## src/rtl/sbox_init_engine_pkg.sv

```systemverilog
// Shared types and constants for the S-box RAM initialiser: state encoding
// (also exported on state_tap) and fill-pattern mode codes.
package sbox_init_pkg;

    typedef enum logic [2:0] {
        S_IDLE   = 3'd0,
        S_WRITE  = 3'd1,
        S_VERIFY = 3'd2,
        S_DRAIN  = 3'd3,
        S_DONE   = 3'd4
    } state_e;

    typedef enum logic [1:0] {
        M_IDENTITY = 2'd0,
        M_DESCEND  = 2'd1,
        M_CONST    = 2'd2,
        M_RESERVED = 2'd3
    } mode_e;

    localparam logic [2:0] ST_IDLE   = 3'd0;
    localparam logic [2:0] ST_WRITE  = 3'd1;
    localparam logic [2:0] ST_VERIFY = 3'd2;
    localparam logic [2:0] ST_DRAIN  = 3'd3;
    localparam logic [2:0] ST_DONE   = 3'd4;

    localparam logic [1:0] MODE_IDENTITY = 2'd0;
    localparam logic [1:0] MODE_DESCEND  = 2'd1;
    localparam logic [1:0] MODE_CONST    = 2'd2;
    localparam logic [1:0] MODE_RESERVED = 2'd3;

endpackage

```

## src/rtl/sbox_init_engine_if.sv

```systemverilog
// Control handshake plus S-box RAM port of the initialiser. The engine uses the
// slave view; the control FSM / RAM mux side uses the master view.
interface sbox_init_if #(
    parameter int ADDR_W = 8,
    parameter int DATA_W = 8
);
    logic              start;
    logic              abort;
    logic [1:0]        mode;
    logic [DATA_W-1:0] fill_value;
    logic              verify_en;
    logic [DATA_W-1:0] ram_out;
    logic [ADDR_W-1:0] address;
    logic [DATA_W-1:0] ram_in;
    logic              write_enable;
    logic              busy;
    logic              done;
    logic              error;
    logic [ADDR_W-1:0] err_addr;
    logic [2:0]        state_tap;

    modport slave (
        input  start, abort, mode, fill_value, verify_en, ram_out,
        output address, ram_in, write_enable, busy, done, error, err_addr, state_tap
    );

    modport master (
        output start, abort, mode, fill_value, verify_en, ram_out,
        input  address, ram_in, write_enable, busy, done, error, err_addr, state_tap
    );
endinterface

```

## src/rtl/sbox_init_engine_verify_pipe.sv

```systemverilog
// Read-back checker: carries expected data/address alongside the RAM read latency
// and records the first address whose read data disagrees.
module init_verify_pipe #(
    parameter int ADDR_W = 8,
    parameter int DATA_W = 8,
    parameter int RD_LAT = 1
) (
    input  logic              clk,
    input  logic              reset_n,
    input  logic              flush,
    input  logic              clear_err,
    input  logic              in_valid,
    input  logic [DATA_W-1:0] in_exp,
    input  logic [ADDR_W-1:0] in_addr,
    input  logic [DATA_W-1:0] ram_out,
    output logic              error,
    output logic [ADDR_W-1:0] err_addr
);

    logic [RD_LAT-1:0] vld_r;
    logic [DATA_W-1:0] exp_r  [RD_LAT];
    logic [ADDR_W-1:0] addr_r [RD_LAT];
    logic              error_r;
    logic [ADDR_W-1:0] err_addr_r;
    logic              hit_s;

    // Mismatch at the stage whose read data is arriving this cycle
    always_comb begin
        hit_s = vld_r[RD_LAT-1] && (ram_out != exp_r[RD_LAT-1]);
    end

    // Expected-value shift register; a flush drops in-flight compares
    always_ff @(posedge clk or negedge reset_n) begin
        if (!reset_n) begin
            vld_r <= {RD_LAT{1'b0}};
            for (int i = 0; i < RD_LAT; i++) begin
                exp_r[i]  <= {DATA_W{1'b0}};
                addr_r[i] <= {ADDR_W{1'b0}};
            end
        end else begin
            vld_r[0]  <= in_valid && !flush;
            exp_r[0]  <= in_exp;
            addr_r[0] <= in_addr;
            for (int i = 1; i < RD_LAT; i++) begin
                vld_r[i]  <= vld_r[i-1] && !flush;
                exp_r[i]  <= exp_r[i-1];
                addr_r[i] <= addr_r[i-1];
            end
        end
    end

    // Sticky first-mismatch capture, cleared only when a new operation starts
    always_ff @(posedge clk or negedge reset_n) begin
        if (!reset_n) begin
            error_r    <= 1'b0;
            err_addr_r <= {ADDR_W{1'b0}};
        end else if (clear_err) begin
            error_r    <= 1'b0;
            err_addr_r <= {ADDR_W{1'b0}};
        end else if (hit_s && !error_r) begin
            error_r    <= 1'b1;
            err_addr_r <= addr_r[RD_LAT-1];
        end
    end

    assign error    = error_r;
    assign err_addr = err_addr_r;

endmodule

```

## src/rtl/sbox_init_engine.sv

```systemverilog
// S-box RAM initialiser: fills DEPTH words with a selectable pattern, optionally
// reads them back, and reports completion over a four-phase start/done handshake.
module sbox_init_engine
    import sbox_init_pkg::*;
#(
    parameter int ADDR_W = 8,
    parameter int DATA_W = 8,
    parameter int DEPTH  = 256,
    parameter int RD_LAT = 1
) (
    input  logic       clk,
    input  logic       reset_n,
    sbox_init_if.slave bus
);

    localparam logic [ADDR_W-1:0] LAST_IDX   = ADDR_W'(DEPTH - 1);
    localparam logic [ADDR_W-1:0] DRAIN_LAST = ADDR_W'(RD_LAT - 1);
    localparam logic [ADDR_W-1:0] CNT_ONE    = ADDR_W'(1);

    logic [2:0]        state_r, state_s;
    logic [ADDR_W-1:0] cnt_r, cnt_s;
    logic [1:0]        mode_r, mode_sel_s;
    logic [DATA_W-1:0] fill_r, fill_sel_s;
    logic              verify_r;
    logic              start_op_s;
    logic              abort_op_s;
    logic [ADDR_W-1:0] address_r;
    logic [DATA_W-1:0] ram_in_r;
    logic              we_r;
    logic              busy_r;
    logic              done_r;
    logic              pipe_valid_s;
    logic [DATA_W-1:0] pipe_exp_s;

    function automatic logic [DATA_W-1:0] pattern(
        input logic [1:0]        m,
        input logic [ADDR_W-1:0] idx,
        input logic [DATA_W-1:0] fill
    );
        case (m)
            MODE_DESCEND: pattern = DATA_W'(32'(DEPTH - 1) - 32'(idx));
            MODE_CONST:   pattern = fill;
            default:      pattern = DATA_W'(idx);
        endcase
    endfunction

    // Next-state and counter; abort overrides everything outside IDLE
    always_comb begin
        state_s    = state_r;
        cnt_s      = cnt_r;
        start_op_s = 1'b0;
        abort_op_s = 1'b0;
        if ((state_r != ST_IDLE) && bus.abort) begin
            state_s    = ST_IDLE;
            cnt_s      = {ADDR_W{1'b0}};
            abort_op_s = 1'b1;
        end else begin
            case (state_r)
                ST_IDLE: begin
                    if (bus.start && !bus.abort) begin
                        state_s    = ST_WRITE;
                        cnt_s      = {ADDR_W{1'b0}};
                        start_op_s = 1'b1;
                    end else begin
                        state_s = ST_IDLE;
                    end
                end
                ST_WRITE: begin
                    if (cnt_r == LAST_IDX) begin
                        cnt_s   = {ADDR_W{1'b0}};
                        state_s = verify_r ? ST_VERIFY : ST_DONE;
                    end else begin
                        cnt_s = cnt_r + CNT_ONE;
                    end
                end
                ST_VERIFY: begin
                    if (cnt_r == LAST_IDX) begin
                        cnt_s   = {ADDR_W{1'b0}};
                        state_s = ST_DRAIN;
                    end else begin
                        cnt_s = cnt_r + CNT_ONE;
                    end
                end
                ST_DRAIN: begin
                    if (cnt_r == DRAIN_LAST) begin
                        cnt_s   = {ADDR_W{1'b0}};
                        state_s = ST_DONE;
                    end else begin
                        cnt_s = cnt_r + CNT_ONE;
                    end
                end
                ST_DONE: begin
                    if (!bus.start) begin
                        state_s = ST_IDLE;
                    end else begin
                        state_s = ST_DONE;
                    end
                end
                default: begin
                    state_s = ST_IDLE;
                    cnt_s   = {ADDR_W{1'b0}};
                end
            endcase
        end
    end

    // On the accepting edge the first word must use the incoming settings
    always_comb begin
        if (start_op_s) begin
            mode_sel_s = bus.mode;
            fill_sel_s = bus.fill_value;
        end else begin
            mode_sel_s = mode_r;
            fill_sel_s = fill_r;
        end
    end

    // Verify reads enter the compare pipe alongside the address being presented
    always_comb begin
        pipe_valid_s = (state_r == ST_VERIFY);
        pipe_exp_s   = pattern(mode_r, cnt_r, fill_r);
    end

    // State, counter and latched operation settings
    always_ff @(posedge clk or negedge reset_n) begin
        if (!reset_n) begin
            state_r  <= ST_IDLE;
            cnt_r    <= {ADDR_W{1'b0}};
            mode_r   <= MODE_IDENTITY;
            fill_r   <= {DATA_W{1'b0}};
            verify_r <= 1'b0;
        end else begin
            state_r <= state_s;
            cnt_r   <= cnt_s;
            if (start_op_s) begin
                mode_r   <= bus.mode;
                fill_r   <= bus.fill_value;
                verify_r <= bus.verify_en;
            end
        end
    end

    // Outputs are registered from the next state so strobes align with transitions
    always_ff @(posedge clk or negedge reset_n) begin
        if (!reset_n) begin
            address_r <= {ADDR_W{1'b0}};
            ram_in_r  <= {DATA_W{1'b0}};
            we_r      <= 1'b0;
            busy_r    <= 1'b0;
            done_r    <= 1'b0;
        end else begin
            we_r   <= (state_s == ST_WRITE);
            busy_r <= (state_s == ST_WRITE) || (state_s == ST_VERIFY);
            done_r <= (state_s == ST_DONE);
            if ((state_s == ST_WRITE) || (state_s == ST_VERIFY)) begin
                address_r <= cnt_s;
            end else begin
                address_r <= {ADDR_W{1'b0}};
            end
            if (state_s == ST_WRITE) begin
                ram_in_r <= pattern(mode_sel_s, cnt_s, fill_sel_s);
            end else begin
                ram_in_r <= {DATA_W{1'b0}};
            end
        end
    end

    init_verify_pipe #(
        .ADDR_W (ADDR_W),
        .DATA_W (DATA_W),
        .RD_LAT (RD_LAT)
    ) u_verify_pipe (
        .clk       (clk),
        .reset_n   (reset_n),
        .flush     (abort_op_s),
        .clear_err (start_op_s),
        .in_valid  (pipe_valid_s),
        .in_exp    (pipe_exp_s),
        .in_addr   (cnt_r),
        .ram_out   (bus.ram_out),
        .error     (bus.error),
        .err_addr  (bus.err_addr)
    );

    assign bus.address      = address_r;
    assign bus.ram_in       = ram_in_r;
    assign bus.write_enable = we_r;
    assign bus.busy         = busy_r;
    assign bus.done         = done_r;
    assign bus.state_tap    = state_r;

endmodule
```

## src/flat_wrapper.sv

```systemverilog
// flat-port wrapper written by rule: the top's interface ports become plain ports
module sbox_init_engine_flat import sbox_init_pkg::*;
#(
    parameter int ADDR_W = 8,
    parameter int DATA_W = 8,
    parameter int DEPTH  = 256,
    parameter int RD_LAT = 1
)
  (clk, reset_n, bus_start, bus_abort, bus_mode, bus_fill_value, bus_verify_en, bus_ram_out, bus_address, bus_ram_in, bus_write_enable, bus_busy, bus_done, bus_error, bus_err_addr, bus_state_tap);
  sbox_init_if #(.ADDR_W(ADDR_W), .DATA_W(DATA_W)) bus_i ();
  input  logic clk;
  input  logic reset_n;
  input wire logic [$bits(bus_i.start)-1:0] bus_start;
  input wire logic [$bits(bus_i.abort)-1:0] bus_abort;
  input wire logic [$bits(bus_i.mode)-1:0] bus_mode;
  input wire logic [$bits(bus_i.fill_value)-1:0] bus_fill_value;
  input wire logic [$bits(bus_i.verify_en)-1:0] bus_verify_en;
  input wire logic [$bits(bus_i.ram_out)-1:0] bus_ram_out;
  output wire logic [$bits(bus_i.address)-1:0] bus_address;
  output wire logic [$bits(bus_i.ram_in)-1:0] bus_ram_in;
  output wire logic [$bits(bus_i.write_enable)-1:0] bus_write_enable;
  output wire logic [$bits(bus_i.busy)-1:0] bus_busy;
  output wire logic [$bits(bus_i.done)-1:0] bus_done;
  output wire logic [$bits(bus_i.error)-1:0] bus_error;
  output wire logic [$bits(bus_i.err_addr)-1:0] bus_err_addr;
  output wire logic [$bits(bus_i.state_tap)-1:0] bus_state_tap;
  assign bus_i.start = bus_start;
  assign bus_i.abort = bus_abort;
  assign bus_i.mode = bus_mode;
  assign bus_i.fill_value = bus_fill_value;
  assign bus_i.verify_en = bus_verify_en;
  assign bus_i.ram_out = bus_ram_out;
  assign bus_address = bus_i.address;
  assign bus_ram_in = bus_i.ram_in;
  assign bus_write_enable = bus_i.write_enable;
  assign bus_busy = bus_i.busy;
  assign bus_done = bus_i.done;
  assign bus_error = bus_i.error;
  assign bus_err_addr = bus_i.err_addr;
  assign bus_state_tap = bus_i.state_tap;
  sbox_init_engine #(.ADDR_W(ADDR_W), .DATA_W(DATA_W), .DEPTH(DEPTH), .RD_LAT(RD_LAT)) u_core (.clk(clk), .reset_n(reset_n), .bus(bus_i));
endmodule
```

## config.mk

```make
export PLATFORM = sky130hd
export DESIGN_NAME = sbox_init_engine_flat
export DESIGN_NICKNAME = d
export VERILOG_FILES = /design/src/rtl/sbox_init_engine_pkg.sv /design/src/rtl/sbox_init_engine_if.sv /design/src/rtl/sbox_init_engine_verify_pipe.sv /design/src/rtl/sbox_init_engine.sv /design/src/flat_wrapper.sv
export SDC_FILE = /design/constraint.sdc
export NUM_CORES = 1
export LEC_CHECK = 0
export BUFFER_PORTS_ARGS = -buffer_cell sky130_fd_sc_hd__buf_4
export CORE_ASPECT_RATIO = 0.9
export CORE_MARGIN = 4
export CORE_UTILIZATION = 51
export CTS_CLUSTER_DIAMETER = 80
export DETAILED_ROUTE_END_ITERATION = 10
export GPL_TIMING_DRIVEN = 0
export PLACE_DENSITY = 0.76
export SLEW_MARGIN = 25
export SYNTH_ARGS = -nofsm -noshare
export SYNTH_HDL_FRONTEND = slang
export SYNTH_SLANG_ARGS = --single-unit
```

## constraint.sdc

```tcl
create_clock -name clk -period 2.6 [get_ports clk]
set_input_delay 0.13 -clock clk [delete_from_list [all_inputs] [get_ports clk]]
set_output_delay 0.13 -clock clk [all_outputs]
set_load 0.05 [all_outputs]
```

# Word level (Yosys, flattened, before mapping)
# Cells that the tools add are included.
# totals
input_bits	23
word_cells	72
ff_bits	67
# op_classes
addsub	3
n_reduce_logical	14
muxes	27
eq_ne	13
# op_table
op	n
two-way mux 8 bit	9
case mux 8 bit (2 select lines)	2
case mux 8 bit (4 select lines)	1
two-way mux 3 bit	6
subtractor 8 bit (first input constant)	2
case mux 3 bit (5 select lines)	1
== test 3 x 2 -> 1 bit (second input constant)	3
adder 8 x 1 -> 8 bit (second input constant)	1
== test 8 bit (second input constant)	1
zero test 8 bit	1
!= test 8 bit	1
two-way mux 1 bit	7
== test 3 x 1 -> 1 bit (second input constant)	2
== test 3 bit (second input constant)	2
logical AND 1 bit	5
== test 2 x 1 -> 1 bit (second input constant)	2
== test 2 bit (second input constant)	2
zero test 1 bit	3
zero test 3 bit	1
nonzero test 3 bit	1
two-way mux 2 bit	1
nonzero test 2 bit	1
OR reduction 2 bit	1
logical OR 1 bit	1

# Logic depth before layout (Yosys ltp)
# Gate-level depths: netlist (run 1).
# depth
ltp_word	9
mapped_depth	11

# Cells and area by module
# From an unflattened synthesis (run 1), not the netlist that was laid out.
# hier_totals
cells_unflattened	311
area_unflattened_um2	3313.2
# by_module_without_submodules
module	area_each_um2	cells_each	seq_area_each_um2	n_inst
sbox_init_engine	2337.2	245	1026.0	1
init_verify_pipe	975.9	66	650.6	1

# Worst setup path before layout (run 1)
# OpenSTA, ideal clock, no wires.
# synth_timing
path_kind	reg2reg
startpoint	register u_core.state_r[2], in the netlist u_core.bus.state_tap[2]
endpoint	register u_core.ram_in_r[1], in the netlist u_core.bus.ram_in[1]
required_ps	2506
path_stages_with_launch	12
arrival_ps	2647
path_buffers	3
setup_ps	94
setup_slack_ps	-140
path_cell_list	dfrtp_1 -> buf_6 -> or2_4 -> nand2b_1 -> buf_6 -> clkinv_1 -> nor2_1 -> a21o_1 -> ha_1 -> clkbuf_1 -> a221oi_1 -> a221oi_2
# synth_between
elab_chain_cells	7
elab_cells_between_ends	25
classes_between	add/sub: 1; eq/ne: 7; mux: 13; reduce/logical: 4
# synth_rtl
item	line_no	rtl
start: declaration	sbox_init_engine.sv:20	logic [2:0] state_r, state_s;
start signal: assignment	sbox_init_engine.sv:133	state_r <= state_s;
zero test 3 bit / nonzero test 3 bit (equally long branches)	sbox_init_engine.sv:58, sbox_init_engine.sv:53	
two-way mux 1 bit / logical AND 1 bit (equally long branches)	sbox_init_engine.sv:58, sbox_init_engine.sv:53	
two-way mux 1 bit *	sbox_init_engine.sv:53	if ((state_r != ST_IDLE) && bus.abort) begin
two-way mux 2 bit *	-	
net u_core.mode_sel_s[1]	sbox_init_engine.sv:22	logic [1:0] mode_r, mode_sel_s;
== test 2 bit / == test 2 x 1 -> 1 bit (equally long branches)	sbox_init_engine.sv:40	case (m)
case mux 8 bit (2 select lines) *	sbox_init_engine.sv:40	
two-way mux 8 bit *	sbox_init_engine.sv:160	if (state_s == ST_WRITE) begin
end signal: assignment	sbox_init_engine.sv:147	ram_in_r <= {DATA_W{1'b0}};
end signal: assignment	sbox_init_engine.sv:161	ram_in_r <= pattern(mode_sel_s, cnt_s, fill_sel_s);
end signal: assignment	sbox_init_engine.sv:163	ram_in_r <= {DATA_W{1'b0}};
end: declaration	sbox_init_engine.sv:28	logic [DATA_W-1:0] ram_in_r;
# The timed path passes the listed nets; every way through them passes the cells marked *.
# A chain may end at the register's enable or synchronous reset.

# Worst setup path in the final report (run 1)
# layout_timing
startpoint	register u_core.state_r[2], in the netlist u_core.bus.state_tap[2]
endpoint	register u_core.ram_in_r[1], in the netlist u_core.bus.ram_in[1]
# layout_between
elab_chain_cells	7
elab_cells_between_ends	25
classes_between	add/sub: 1; eq/ne: 7; mux: 13; reduce/logical: 4
# layout_rtl
item	line_no	rtl
== test 3 x 2 -> 1 bit, or another cell as far along	sbox_init_engine.sv:58	case (state_r)
OR reduction 2 bit (no line), or another cell as far along	-	
case mux 8 bit (4 select lines) / two-way mux 1 bit (equally long branches)	sbox_init_engine.sv:58, sbox_init_engine.sv:53	
two-way mux 8 bit / two-way mux 2 bit (equally long branches)	-	
subtractor 8 bit, or another cell as far along	sbox_init_engine.sv:41	MODE_DESCEND: pattern = DATA_W'(32'(DEPTH - 1) - 32'(idx));
case mux 8 bit (2 select lines)	sbox_init_engine.sv:40	
two-way mux 8 bit *	sbox_init_engine.sv:160	
# Every way passes the cells marked *; elsewhere a longest branch is shown, timed or not.

==> results of run 1 <==
-- registers in the layout (all words and copies together), names as in the netlist --
signal	flops
u_core.u_verify_pipe.exp_r	8
u_core.u_verify_pipe.addr_r	8
u_core.bus.state_tap	3
u_core.mode_r	2
u_core.cnt_r	8
u_core.u_verify_pipe.error	1
u_core.verify_r	1
u_core.u_verify_pipe.vld_r	1
u_core.bus.done	1
u_core.fill_r	8
u_core.u_verify_pipe.err_addr	8
u_core.bus.ram_in	8
u_core.bus.write_enable	1
u_core.bus.address	8
u_core.bus.busy	1
-- per-layer routing --
metal  vias up  track usage  wire [µm]
li1       1228            -          -
met1      1272       0.3064       3784
met2       126       0.3198       3784
met3        17      0.06452        567
met4         0      0.08921        161
met5         -            0          0
-- cell families (layout without fill, tap and decap cells) --
family | after synthesis | in the layout | share of synthesized area
buffers and inverters | 44 | 114 | 0.06366
XOR/XNOR | 10 | 10 | 0.02880
AND/OR/NAND/NOR | 84 | 84 | 0.1345
flip-flops | 67 | 67 | 0.5078
adder cells (fa/ha/maj) | 6 | 6 | 0.02274
multiplexers | 18 | 18 | 0.05874
AO/OA/AOI/OAI | 81 | 81 | 0.1838
-- layout make-up --
type,instances,area (µm²)
clock buffers,10,127.6
fillers,531,2151
inverters,26,102.6
flip-flops and latches,67,1680
clock inverters,5,31.28
well taps,87,108.9
plain buffers,18,122.6
repair buffers,55,417.9
multi-input cells,199,1474
-- final timing paths --
path	startpoint	cells after the start	slack [ns]	end
max	u_core.bus.state_tap[2]	11	0.09	u_core.bus.ram_in[1]
min	bus_mode[0]	2	0.04	u_core.mode_r[0]
max reg2reg	u_core.bus.state_tap[2]	11	0.09	u_core.bus.ram_in[1]
min reg2reg	u_core.cnt_r[3]	0	0.37	u_core.u_verify_pipe.addr_r[3]
max in group asynchronous	reset_n	2	1.61	u_core.bus.state_tap[2]
min in group asynchronous	reset_n	2	0.42	u_core.u_verify_pipe.err_addr[5]
-- Yosys cell counts (2+ instances only) --
| cell | instances | area, µm² |
|---|---|---|
| nand4_1 | 5 | 31.28 |
| or2_2 | 3 | 18.77 |
| mux2i_1 | 10 | 100.1 |
| a21oi_1 | 19 | 95.09 |
| xnor2_1 | 9 | 78.83 |
| o21ai_2 | 3 | 26.28 |
| buf_2 | 8 | 40.04 |
| o2111ai_1 | 2 | 17.52 |
| or3_1 | 2 | 12.51 |
| nand3_1 | 5 | 25.02 |
| and2_1 | 3 | 18.77 |
| nor2_1 | 18 | 67.56 |
| nor3b_1 | 3 | 22.52 |
| dfrtp_1 | 67 | 1677 |
| buf_6 | 4 | 45.04 |
| a21o_1 | 6 | 45.04 |
| a31oi_1 | 3 | 18.77 |
| o21ai_0 | 6 | 30.03 |
| ha_1 | 6 | 75.07 |
| nor3_1 | 2 | 10.01 |
| inv_1 | 25 | 93.84 |
| clkbuf_1 | 4 | 15.01 |
| a22oi_1 | 2 | 15.01 |
| nor3b_2 | 2 | 25.02 |
| mux2_2 | 7 | 78.83 |
| nor4_1 | 2 | 12.51 |
| a21boi_0 | 2 | 15.01 |
| a221oi_1 | 12 | 105.1 |
| nor2b_1 | 4 | 25.02 |
| a221oi_2 | 2 | 30.03 |
| o22ai_1 | 3 | 18.77 |
| nand2_1 | 25 | 93.84 |
| a211oi_1 | 7 | 52.55 |
-- cell usage in the layout (no fill, tap or decap), drive strengths merged, types with 2 or more instances in the layout --
cell and instances:
nand3 5, mux2 8, a221oi 14, nor2 18, mux2i 10, clkinv 5, a22oi 2, nand4 5
a211oi 9, and2 3, nor3b 5, ha 6, or3 3, dfrtp 67, a21boi 2, and4 2
inv 25, nand2 26, nor3 2, o22ai 3, buf 66, a31oi 3, xnor2 10, o21ai 10
a21o 6, nor2b 4, clkbuf 15, a2bb2oi 2, or2 5, a21oi 19, dlygate4sd3 2, o2111ai 2
nor4 3
-- what timing repair did --
| item | in CTS | in global routing |
|---|---|---|
| pin swaps | 0 | 2 |
| setup buffers | 0 | 0 |
| hold buffers | 2 | 0 |
| hold endpoints to repair | 68 | 0 |
| gates cloned | 0 | 0 |
| endpoints found under the setup margin | 8 | 8 |
| gates resized for setup | 8 | 8 |
-- power by group --
part	internal, mW	total (mW)	switching [mW]
Clock	0.337	0.730	0.394
Combinational	0.833	2.18	1.35
Sequential	1.33	1.50	0.166
Total	2.50	4.41	1.91
-- through the flow --
step	cells	hold WS [ns]	util	setup TNS, ns	setup slack, ns
CTS	467	0.01652	0.6477	0	0.04161
finish	467	0.03736	0.6540	0	0.09185
global route	467	0.04395	0.6540	-0.002214	-0.002214
detailed placement	450	0.2801	0.6135	-1.035	-0.2435
global placement	450	0.2701	0.6135	-1.043	-0.2330
floorplan	310	-0.1656	-	0	0.01471
==> impl_metrics.yaml, run 1 <==
run_status:
  status: "finished, final reports clean"
grt:
  antenna_found_initial: 0
  grt_pass1_vias: 2650
  grt_pass1_wl_um: 13380
  grt_max_degree: 68
  grt.total_usage: 0.2191
  grt.overflow.total: 0
clocking:
  cts.sinks: 67
  cts_buffers: 9
  cts_max_level: 3
  clkLatencyLatePin_ns: 0.35
  clk_pin_slew_ns: 0.07
  tritoncts: "yes"
  cts_buffer_depth: 2
  root_buffer: "clkbuf_8"
timing:
  period_minus_slack_ns: 2.508
  finalCritPeriodShare: 0.9647
  report.final.slew_viol_count: 0
  fmax_mhz: 398.7
  skew_ns: 0.009076
  finalSetupViolations: 0
  worst_pin_slew_ns: 0.8182
  maxSlewHeadroom: 0.4545
  hold_violations: 0
drt:
  viasPerCell: 5.660
  route.detailed.drc: 0
  drt-pass1-iter-count: 5
  drt_wl_total_um: 8297
  postRouteAntennaNets: 0
  drt-initial-drc-count: 253
  vias: 2643
  post_drt_wl_per_cell_um: 17.77
finish:
  final_area_um2: 4065
  syn_to_final_growth_pct: 23.11
  diodes: 0
  fin_nets: 405
  drive_gt1_frac: 0.3211
floorplanning:
  core_um2: 6216
  rows: 27
  die_y_um: 84.34
  start_util: 0.5312
  io_pins: 54
  die_width_um: 92.82
  die_area_um2: 7828
worst_setup_path:
  cpPeakStageDelay_ns: 0.41
  cp_max_fo: 10
  crit_family: "buffers and inverters"
  cp_slowest_cell: "dfrtp_2"
  start_kind: "flip-flop"
  critPathBufInv: 4
  arrival_ns: 2.73
  worstPathCellList: "buf_6 -> or2_4 -> nand2b_1 -> buf_6 -> clkinv_4 -> nor2_1 -> a21oi_1 -> ha_4 -> clkbuf_8 -> a221oi_2 -> a221oi_2"
  required_ns: 2.82
  end_kind: "flip-flop"
  path_class: "flip-flop to flip-flop"
synthesis:
  synthFlopType: "dfrtp_1"
  synth-seq-area-share: 0.5078
  synth-edff-count: 0
  synth-seq-cells: 67
  netlist_area_um2: 3302
  synthCells: 310
  ys_warn_count: 0
  syn_avg_cell_area_um2: 10.65
  synth_fp_nets: 339
  ys_types: 62
  async_flop_share: 1.000
place:
  gp_congestion: 0.9258
  port_buffers: 53
  dp_hpwl_um: 5749
  place_area_um2: 3814
power_and_ir_drop:
  power.density_nw_per_um2: 1084
  vdd_drop_max_uv: 680.7
  finalPower_mw: 4.408
  leakagePower_nw: 1.868
job:
  max-cap-violations: 0
min_path:
  hold_class: "input port to flip-flop"
No activity file was read; power rests on OpenSTA's default activity.
==> inputs of run 2 (changes only) <==
--- a/config.mk
+++ b/config.mk
@@ -8,11 +8,11 @@
 export BUFFER_PORTS_ARGS = -buffer_cell sky130_fd_sc_hd__buf_4
 export CORE_ASPECT_RATIO = 0.9
 export CORE_MARGIN = 4
-export CORE_UTILIZATION = 51
+export CORE_UTILIZATION = 31
 export CTS_CLUSTER_DIAMETER = 80
 export DETAILED_ROUTE_END_ITERATION = 10
 export GPL_TIMING_DRIVEN = 0
-export PLACE_DENSITY = 0.76
+export PLACE_DENSITY = 0.6
 export SLEW_MARGIN = 25
 export SYNTH_ARGS = -nofsm -noshare
 export SYNTH_HDL_FRONTEND = slang
==> constraint.sdc (replaced) <==
create_clock -name clk -period 2.55 [get_ports clk]
set_input_delay 0.1275 -clock clk [delete_from_list [all_inputs] [get_ports clk]]
set_output_delay 0.1275 -clock clk [all_outputs]
set_load 0.05 [all_outputs]
==> run 2 against run 1 <==
- sequential share of layout area shrank 1.7 points
- worst hold slack better by 0.025 ns
- setup slack improved by 0.053 ns
- register-to-register slack better by 0.05 ns
- routed wire length up 2.8%
- count of clock-buffer cells in the layout is 3 higher
- final area is 4.4% higher
- first-iteration DRC count down 37%
- critical endpoint is now u_core.bus.ram_in[7]
==> impl_metrics.yaml, run 2 (same netlist as run 1, synthesis figures left out) <==
finish:
  fin_nets: 406
  diodes: 0
  syn_to_final_growth_pct: 28.50
  final_common_cell: "dfrtp_1"
  drive_gt1_frac: 0.3176
  utilization: 0.4105
  final_cell_mix: "64 x dfrtp_1, 55 x buf_4, 25 x inv_1, 25 x nand2_1"
  fillers: 1027
  final_area_um2: 4243
drt:
  met3WireLength_um: 411
  drt-pass1-iter-count: 4
  dr.max_layer_used: "met4"
  post_drt_wl_per_cell_um: 16.72
  route.detailed.drc: 0
  viasPerCell: 4.953
  vias: 2526
  drt-initial-drc-count: 160
  drt_wl_total_um: 8529
  postRouteAntennaNets: 0
  wl_met1_um: 4163
  wl_met2_um: 3860
worst_setup_path:
  end_kind: "flip-flop"
  arrival_ns: 2.63
  required_ns: 2.78
  cp_max_fo: 10
  start_kind: "flip-flop"
  path_class: "flip-flop to flip-flop"
min_path:
  hold_class: "input port to flip-flop"
run_status:
  status: "finished, final reports clean"
power_and_ir_drop:
  finalPower_mw: 4.857
  clockPowerShare: 0.228
  power_switching_mw: 1.959
  power.density_nw_per_um2: 1145
  p_int_mw: 2.898
  pwr-share-comb: 0.459
  vdd_drop_max_uv: 456.8
  p_sw_frac: 0.4034
  leakagePower_nw: 1.924
  p_seq_frac: 0.313
clocking:
  cts_buffer_depth: 2
  clk_pin_slew_ns: 0.05
  clkLatencyLatePin_ns: 0.33
  cts_max_level: 3
  tritoncts: "yes"
  cts_buffers: 9
  root_buffer: "clkbuf_16"
  cts.sinks: 67
timing:
  whs_ns: 0.06243
  skew_ns: 0.005068
  maxSlewHeadroom: 0.4286
  finalCritPeriodShare: 0.9430
  fmax_mhz: 415.8
  rsz0062_at_grt: "no"
  finalSetupViolations: 0
  worst_pin_slew_ns: 0.8519
  hold_violations: 0
  period_minus_slack_ns: 2.405
  report.final.slew_viol_count: 0
place:
  dp_hpwl_um: 6148
  port_buffers: 53
  gp_congestion: 0.8613
  place_area_um2: 3872
floorplanning:
  die_width_um: 116.8
  rows: 35
  start_util: 0.3195
  die_y_um: 105.9
  die_area_um2: 12370
  io_pins: 54
  core_um2: 10330
grt:
  grt.total_usage: 0.1464
  grt_max_degree: 68
  antenna_found_initial: 0
  grt_pass1_wl_um: 13960
  grt_pass1_vias: 2563
  grt.overflow.total: 0
job:
  max-cap-violations: 0
-- run 2: cell count changes in the layout (fill, tap and decap cells not counted), sizes merged --
cell,before,now
clkbuf,15,18
clkinv,5,2
buf,66,67
-- run 2: timing repair --
| action | CTS | global route |
|---|---|---|
| setup buffers | 0 | 1 |
| gates resized for setup | 10 | 8 |
| endpoints found under the setup margin | 8 | 10 |
| pin swaps | 1 | 2 |
| hold buffers | 2 | 0 |
| endpoints found under the hold margin | 68 | 0 |
-- run 2: path summary, 6_finish.rpt --
| path | start | end | slack [ns] | depth (start not counted) |
|---|---|---|---|---|
| setup / recovery | u_core.bus.state_tap[2] | u_core.bus.ram_in[7] | 0.15 | 11 |
| max in group asynchronous | reset_n | u_core.bus.state_tap[1] | 1.51 | 2 |
| hold / removal | bus_fill_value[6] | u_core.fill_r[6] | 0.06 | 2 |
| hold reg to reg | u_core.cnt_r[6] | u_core.u_verify_pipe.addr_r[6] | 0.37 | 0 |
| setup reg to reg | u_core.bus.state_tap[2] | u_core.bus.ram_in[7] | 0.15 | 11 |
| min in group asynchronous | reset_n | u_core.bus.busy | 0.45 | 2 |
-- run 2: area by class of cell --
type / count / area, µm² / area share
Buffer: 18 / 126.4 / 0.02978
Clock buffer: 13 / 250.2 / 0.05898
Clock inverter: 2 / 12.51 / 0.002949
Inverter: 26 / 102.6 / 0.02418
Multi-Input combinational cell: 199 / 1484 / 0.3497
Sequential cell: 67 / 1680 / 0.3960
Tap cell: 129 / 161.4 / 0.03804
Timing Repair Buffer: 56 / 425.4 / 0.1003
-- run 2: power groups by stage --
stage	registers, mW	logic [mW]	clock network, mW
6_report	1.52	2.23	1.11
5_1_grt	1.56	2.42	1.18
4_1_cts	1.52	2.16	1.13
3_5_place_dp	1.53	2.08	0
3_3_place_gp	1.53	2.06	0
2_1_floorplan	1.82	1.21	0
-- run 2: metrics by stage --
stage | instances | setup WS, ns | setup TNS (ns)
floorplan | 310 | 0.01916 | 0
global placement | 492 | -0.4345 | -2.322
detailed placement | 492 | -0.3765 | -1.967
CTS | 509 | 0.004327 | 0
global route | 510 | 0.01184 | 0
finish | 510 | 0.1452 | 0
-- run 2: layer usage --
metal	global-route usage	up-vias
met5	0	-
met4	0.04423	0
met3	0.03187	9
met2	0.2071	73
met1	0.2220	1203
li1	-	1241
-- run 2: critical path, stage by stage, from the launching register on --
cell and delay (ns):
dfrtp_2 0.40, buf_6 0.14, or2_4 0.26, nand2b_4 0.17, buf_8 0.16, clkinv_4 0.10
nor2_1 0.06, a21o_1 0.19, ha_4 0.30, clkbuf_8 0.17, a21oi_1 0.08, a221oi_2 0.27
